--- config.mk ---
export PLATFORM = sky130hd
export DESIGN_NAME = iter_alu
export DESIGN_NICKNAME = d
export VERILOG_FILES = /design/src/rtl/iter_alu.sv
export SDC_FILE = /design/constraint.sdc
export NUM_CORES = 1
export LEC_CHECK = 0
export ABC_AREA = 1
export CAP_MARGIN = 10
export CORE_ASPECT_RATIO = 0.7
export CORE_UTILIZATION = 40
export CTS_CLUSTER_DIAMETER = 40
export DETAILED_ROUTE_END_ITERATION = 6
export SETUP_SLACK_MARGIN = 0.3
export SLEW_MARGIN = 5
export SYNTH_ARGS = -nofsm -noshare
export SYNTH_HDL_FRONTEND = slang
export SYNTH_SLANG_ARGS = --single-unit
--- constraint.sdc ---
create_clock -name clk -period 1.67 [get_ports clk]
set_input_delay 0.2505 -clock clk [delete_from_list [all_inputs] [get_ports clk]]
set_output_delay 0.2505 -clock clk [all_outputs]
set_load 0.01 [all_outputs]
--- src/rtl/iter_alu.sv ---
// iter_alu: execution-side ALU driven by the 4-bit ALUSel code.
// Single-cycle arithmetic/logic ops; shifts iterate one bit per clock.
// Valid/ready handshakes on both the operand and result sides.
//
// state  | meaning
// -------+-----------------------------------------------------------
// IDLE   | waiting for an operation, in_ready=1
// SHIFT  | iterative shift in progress, one bit per cycle
// DONE   | result and flags valid, held until out_ready
module iter_alu #(
    parameter int XLEN = 32,
    parameter int SHW  = 5
) (
    input  logic            clk,
    input  logic            rst,
    input  logic            in_valid,
    output logic            in_ready,
    input  logic [3:0]      alu_sel,
    input  logic [XLEN-1:0] op_a,
    input  logic [XLEN-1:0] op_b,
    output logic            out_valid,
    input  logic            out_ready,
    output logic [XLEN-1:0] result,
    output logic            zero,
    output logic            sign,
    output logic            carry,
    output logic            overflow,
    output logic            busy
);

    // ALUSel encodings ({funct7[5], funct3} style)
    localparam logic [3:0] ALU_ADD  = 4'b0000;
    localparam logic [3:0] ALU_SUB  = 4'b1000;
    localparam logic [3:0] ALU_SLL  = 4'b0001;
    localparam logic [3:0] ALU_SLT  = 4'b0010;
    localparam logic [3:0] ALU_SLTU = 4'b0011;
    localparam logic [3:0] ALU_XOR  = 4'b0100;
    localparam logic [3:0] ALU_SRL  = 4'b0101;
    localparam logic [3:0] ALU_SRA  = 4'b1101;
    localparam logic [3:0] ALU_OR   = 4'b0110;
    localparam logic [3:0] ALU_AND  = 4'b0111;

    typedef enum logic [1:0] {
        S_IDLE  = 2'd0,
        S_SHIFT = 2'd1,
        S_DONE  = 2'd2
    } state_t;

    state_t          r_state;
    logic [3:0]      r_sel;
    logic [XLEN-1:0] r_work;
    logic [SHW-1:0]  r_cnt;
    logic            r_msb;
    logic [XLEN-1:0] r_result;
    logic            r_zero;
    logic            r_sign;
    logic            r_carry;
    logic            r_overflow;
    logic            r_out_valid;
    logic            r_in_ready;
    logic            r_busy;

    logic            w_accept;
    logic            w_is_shift;
    logic [SHW-1:0]  w_shamt;
    logic            w_is_sub;
    logic [XLEN-1:0] w_b_eff;
    logic [XLEN:0]   w_sum;
    logic [XLEN-1:0] w_res;
    logic            w_carry;
    logic            w_overflow;
    logic [XLEN-1:0] w_shift_next;

    assign w_accept = in_valid & r_in_ready;
    assign w_shamt  = op_b[SHW-1:0];
    assign w_is_sub = (alu_sel == ALU_SUB);
    assign w_b_eff  = w_is_sub ? ~op_b : op_b;
    assign w_sum    = {1'b0, op_a} + {1'b0, w_b_eff} + {{XLEN{1'b0}}, w_is_sub};

    // Single-cycle datapath evaluated on the operands presented at accept
    always_comb begin
        w_res      = '0;
        w_carry    = 1'b0;
        w_overflow = 1'b0;
        w_is_shift = 1'b0;
        case (alu_sel)
            ALU_ADD, ALU_SUB: begin
                w_res      = w_sum[XLEN-1:0];
                w_carry    = w_sum[XLEN];
                w_overflow = (op_a[XLEN-1] == w_b_eff[XLEN-1]) &&
                             (w_sum[XLEN-1] != op_a[XLEN-1]);
            end
            ALU_SLT:  w_res = {{(XLEN-1){1'b0}}, ($signed(op_a) < $signed(op_b))};
            ALU_SLTU: w_res = {{(XLEN-1){1'b0}}, (op_a < op_b)};
            ALU_XOR:  w_res = op_a ^ op_b;
            ALU_OR:   w_res = op_a | op_b;
            ALU_AND:  w_res = op_a & op_b;
            // zero-amount shifts complete immediately with op_a unchanged
            ALU_SLL, ALU_SRL, ALU_SRA: begin
                w_res      = op_a;
                w_is_shift = 1'b1;
            end
            default:  w_res = '0;
        endcase
    end

    // One-bit step of the working register for the latched shift type
    always_comb begin
        w_shift_next = r_work;
        case (r_sel)
            ALU_SLL: w_shift_next = {r_work[XLEN-2:0], 1'b0};
            ALU_SRL: w_shift_next = {1'b0, r_work[XLEN-1:1]};
            ALU_SRA: w_shift_next = {r_msb, r_work[XLEN-1:1]};
            default: w_shift_next = r_work;
        endcase
    end

    // Control FSM with registered result, flags and handshake outputs
    always_ff @(posedge clk or negedge rst) begin
        if (!rst) begin
            r_state     <= S_IDLE;
            r_sel       <= ALU_ADD;
            r_work      <= '0;
            r_cnt       <= '0;
            r_msb       <= 1'b0;
            r_result    <= '0;
            r_zero      <= 1'b0;
            r_sign      <= 1'b0;
            r_carry     <= 1'b0;
            r_overflow  <= 1'b0;
            r_out_valid <= 1'b0;
            r_in_ready  <= 1'b1;
            r_busy      <= 1'b0;
        end else begin
            case (r_state)
                S_IDLE: begin
                    if (w_accept) begin
                        r_sel      <= alu_sel;
                        r_work     <= op_a;
                        r_cnt      <= w_shamt;
                        r_msb      <= op_a[XLEN-1];
                        r_in_ready <= 1'b0;
                        r_busy     <= 1'b1;
                        if (w_is_shift && (w_shamt != '0)) begin
                            r_state <= S_SHIFT;
                        end else begin
                            r_state     <= S_DONE;
                            r_result    <= w_res;
                            r_zero      <= (w_res == '0);
                            r_sign      <= w_res[XLEN-1];
                            r_carry     <= w_carry;
                            r_overflow  <= w_overflow;
                            r_out_valid <= 1'b1;
                        end
                    end
                end
                S_SHIFT: begin
                    r_work <= w_shift_next;
                    r_cnt  <= r_cnt - SHW'(1);
                    if (r_cnt == SHW'(1)) begin
                        r_state     <= S_DONE;
                        r_result    <= w_shift_next;
                        r_zero      <= (w_shift_next == '0);
                        r_sign      <= w_shift_next[XLEN-1];
                        r_carry     <= 1'b0;
                        r_overflow  <= 1'b0;
                        r_out_valid <= 1'b1;
                    end
                end
                S_DONE: begin
                    if (out_ready) begin
                        r_state     <= S_IDLE;
                        r_out_valid <= 1'b0;
                        r_busy      <= 1'b0;
                        r_in_ready  <= 1'b1;
                    end
                end
                default: begin
                    r_state     <= S_IDLE;
                    r_out_valid <= 1'b0;
                    r_busy      <= 1'b0;
                    r_in_ready  <= 1'b1;
                end
            endcase
        end
    end

    assign in_ready  = r_in_ready;
    assign out_valid = r_out_valid;
    assign busy      = r_busy;
    assign result    = r_result;
    assign zero      = r_zero;
    assign sign      = r_sign;
    assign carry     = r_carry;
    assign overflow  = r_overflow;

endmodule

==> impl_metrics.ini <==
[worst_hold_path]
hp-start = alu_sel[0]
hold_path_class = input pin to flop

[logic_synthesis]
synth_top_flop_cell = dfrtp_1
yosysWarningCount = 0
synth_nets = 1641
yosys-top-cells-area = dfrtp_1 (21%), ha_1 (18%), nand2_1 (13%), inv_1 (8.6%), o221ai_1 (4.9%)
syn_area_um2 = 9720
seq_area_frac_synth_pct = 21.1
syn_inst = 1431
ys_seq_elements = 82
synth_top_area_share_pct = 20.9
syn_area_per_cell_um2 = 6.79
yosys.area.top_type = dfrtp_1
synth_most_common_cell = nand2_1
synth_edf_count = 0
yosys-top-cells-count = nand2_1 (341), inv_1 (223), ha_1 (137)
async_reset_ff_share_pct = 100
synth.distinct_cells = 48

[clock_network]
cts_max_level = 3
path_clk_slew_ps = 70
cts.sinks = 82
cts_buffer_depth = 2
clk_latency_ps = 350
numCtsBuffers = 9
tritoncts = done
cts_root_buffer = clkbuf_16

[place]
port_buffers = 110
gp_congestion = 0.982
dp.cells = 2203
hpwlAfterDp_um = 32800
place_area_um2 = 14600
place_ws_ps = -2260

[outcome]
run_status = finished, violations left
violations = setup timing

[sta]
period_share_pct = 173
fin_skew_ps = 11.7
setup_violations = 61
max_freq_mhz = 346
worst_pin_slew_ps = 572
finalHoldViolCount = 0
drv_slew = 0
tns_ps = -31730
postLayoutSetupSlackWorst_ps = -1220
relSlewSlack_pct = 61.4
period_needed_ps = 2890
rsz0062_at_grt = yes
hold_ws_ps = 282

[routing]
drtIter0Drc = 1129
wl_met2_um = 22000
drc = 0
vias = 12800
routedWlPerCell_um = 20.8
met3_length_um = 4000
met1Wirelength_um = 20100
first_pass_iters = 6
antenna_left = 0
vias_per_cell = 5.54
highest_layer = met4
drt-total-wl_um = 48000

[global_routing]
grt.total_usage_pct = 37.2
overflow = 0
grt_pass1_vias = 12700
antenna_found_initial = 0
grt_pass1_wl_um = 71500
grt_max_degree = 32

[power_and_ir_drop]
p_clk_share_pct = 10.1
vdd_ir_drop_max_mv = 1.00
share_comb_of_total_power_pct = 74.0
leakagePower_nw = 9.15
switching_share_pct = 45.1
switching_power_mw = 9.84
powerDensity_nw_per_um2 = 1180
internal_power_mw = 12.0
p_total_mw = 21.8
seqPwrFrac_pct = 15.9

[critical_path]
cp.required_ps = 1950
critPathArrivalTime_ps = 3170
critPathKind = input pin to flop
worst_setup_path_start_kind = input pin
cp_max_fo = 7
crit_path_end_kind = flop
cp-startpoint = alu_sel[0]
timing.rr.start = r_sel[2]

[die]
core_area_um2 = 23800
die-area_um2 = 24900
row_count = 47
die_h_um = 132
ios = 111
die_x_um = 188
start_util_pct = 40.9

[cells_and_area]
nNetsFinal = 2201
drive_gt1_share_pct = 53.9
n_fill_cell = 1587
area_growth_pct = 91.2
fin_area_um2 = 18600
diodes = 0
final_cells = 2313
final_util_pct = 78.2

[flow_run]
maxCapViolCount = 0
==> worst paths after layout <==
check | slack [ps] | to | cells past startpoint
max | -1220 | zero | 22
min | 280 | r_sel[0] | 4
max reg2reg | -850 | zero | 15
min reg2reg | 470 | result[1] | 2
max in group asynchronous | 670 | in_ready | 3
min in group asynchronous | 390 | r_cnt[3] | 2
==> cell type report <==
type                       instances  area [um2]  area share [%]
sequential                        82        2060            11.1
clock buffer                      13         260            1.40
timing repair buffer             594        5500            29.6
timing repair inverter             3        38.8           0.209
multi-input combinational       1070        9310            50.1
inverter                         231         955            5.14
clock inverter                     2        60.1           0.323
tap                              318         398            2.14
==> worst max-delay path, stage by stage <==
cell and delay, ps:
buf_6 100, nor2_4 160, nand2_8 120, buf_12 180, buf_6 130, xor2_1 150, ha_1 390, nand2_2 170
nor2_4 130, inv_1 70, nor2_2 140, and2_1 190, nand2_2 80, nand2_1 90, nand2_1 70, nand3_2 80
nand2_2 80, nor2_4 120, nand4_1 130, nor2_2 110, nand3_1 90, a21oi_2 120
==> flip-flops by register name, summed over array words and instances, names as in the netlist <==
register	flops
carry	1
out_valid	1
overflow	1
zero	1
busy	1
r_sel	4
in_ready	1
r_cnt	5
result	32
r_msb	1
r_work	32
r_state	2
==> routing by layer <==
layer	track usage [%]	up-vias
li1	-	5921
met1	49.5	6104
met2	59.1	646
met3	7.32	141
met4	15.2	0
met5	0	-
==> power groups by stage <==
stage / Clock [mW] / Sequential, mW / Combinational [mW]
floorplan: 0 / 3.52 / 5.29
global placement: 0 / 3.39 / 10.4
detailed placement: 0 / 3.39 / 10.5
CTS: 2.21 / 3.41 / 14.6
global route: 2.30 / 3.54 / 17.0
finish: 2.22 / 3.47 / 16.2
==> placed cells by master, fill, tap and decap left out, drive strengths merged, types with 2 or more instances in the layout <==
cell,synthesis,final
a32o,2,2
a21boi,19,19
a21oi,65,65
dfrtp,81,81
nand3,70,70
clkdlybuf4s50,0,2
nor2,113,113
nand4,16,16
a211oi,2,2
inv,230,233
o21a,7,7
clkbuf,28,30
nor3,13,13
o21bai,3,3
or2,9,9
o22ai,31,31
nand2,354,354
o211ai,10,10
o21ai,76,76
and2,3,3
clkdlybuf4s15,0,5
a221oi,23,23
buf,20,491
nor4,7,7
nand3b,13,13
xor2,32,32
bufinv,0,2
ha,137,137
dlygate4sd2,0,41
a21o,3,3
and3,2,2
dlymetal6s2s,0,36
o221ai,54,54
==> logic make-up (layout without fill, tap and decap cells) <==
group / Yosys count / count (layout) / share of synthesized area [%]
fa+ha+maj: 138 / 138 / 17.8
compound gates: 299 / 299 / 20.2
flops: 82 / 82 / 21.1
xor+xnor: 32 / 32 / 2.88
simple gates: 601 / 601 / 26.6
buf+inv: 279 / 843 / 11.3
==> timing repair <==
action                                  CTS  global route
setup buffers                            63            20
gates resized for setup                 567           296
hold buffers                              1             0
hold endpoints to repair                 28             0
endpoints found under the setup margin  120            83
pin swaps                               146           123
cloned                                   11             0
No activity file was read; power rests on OpenSTA's default activity.
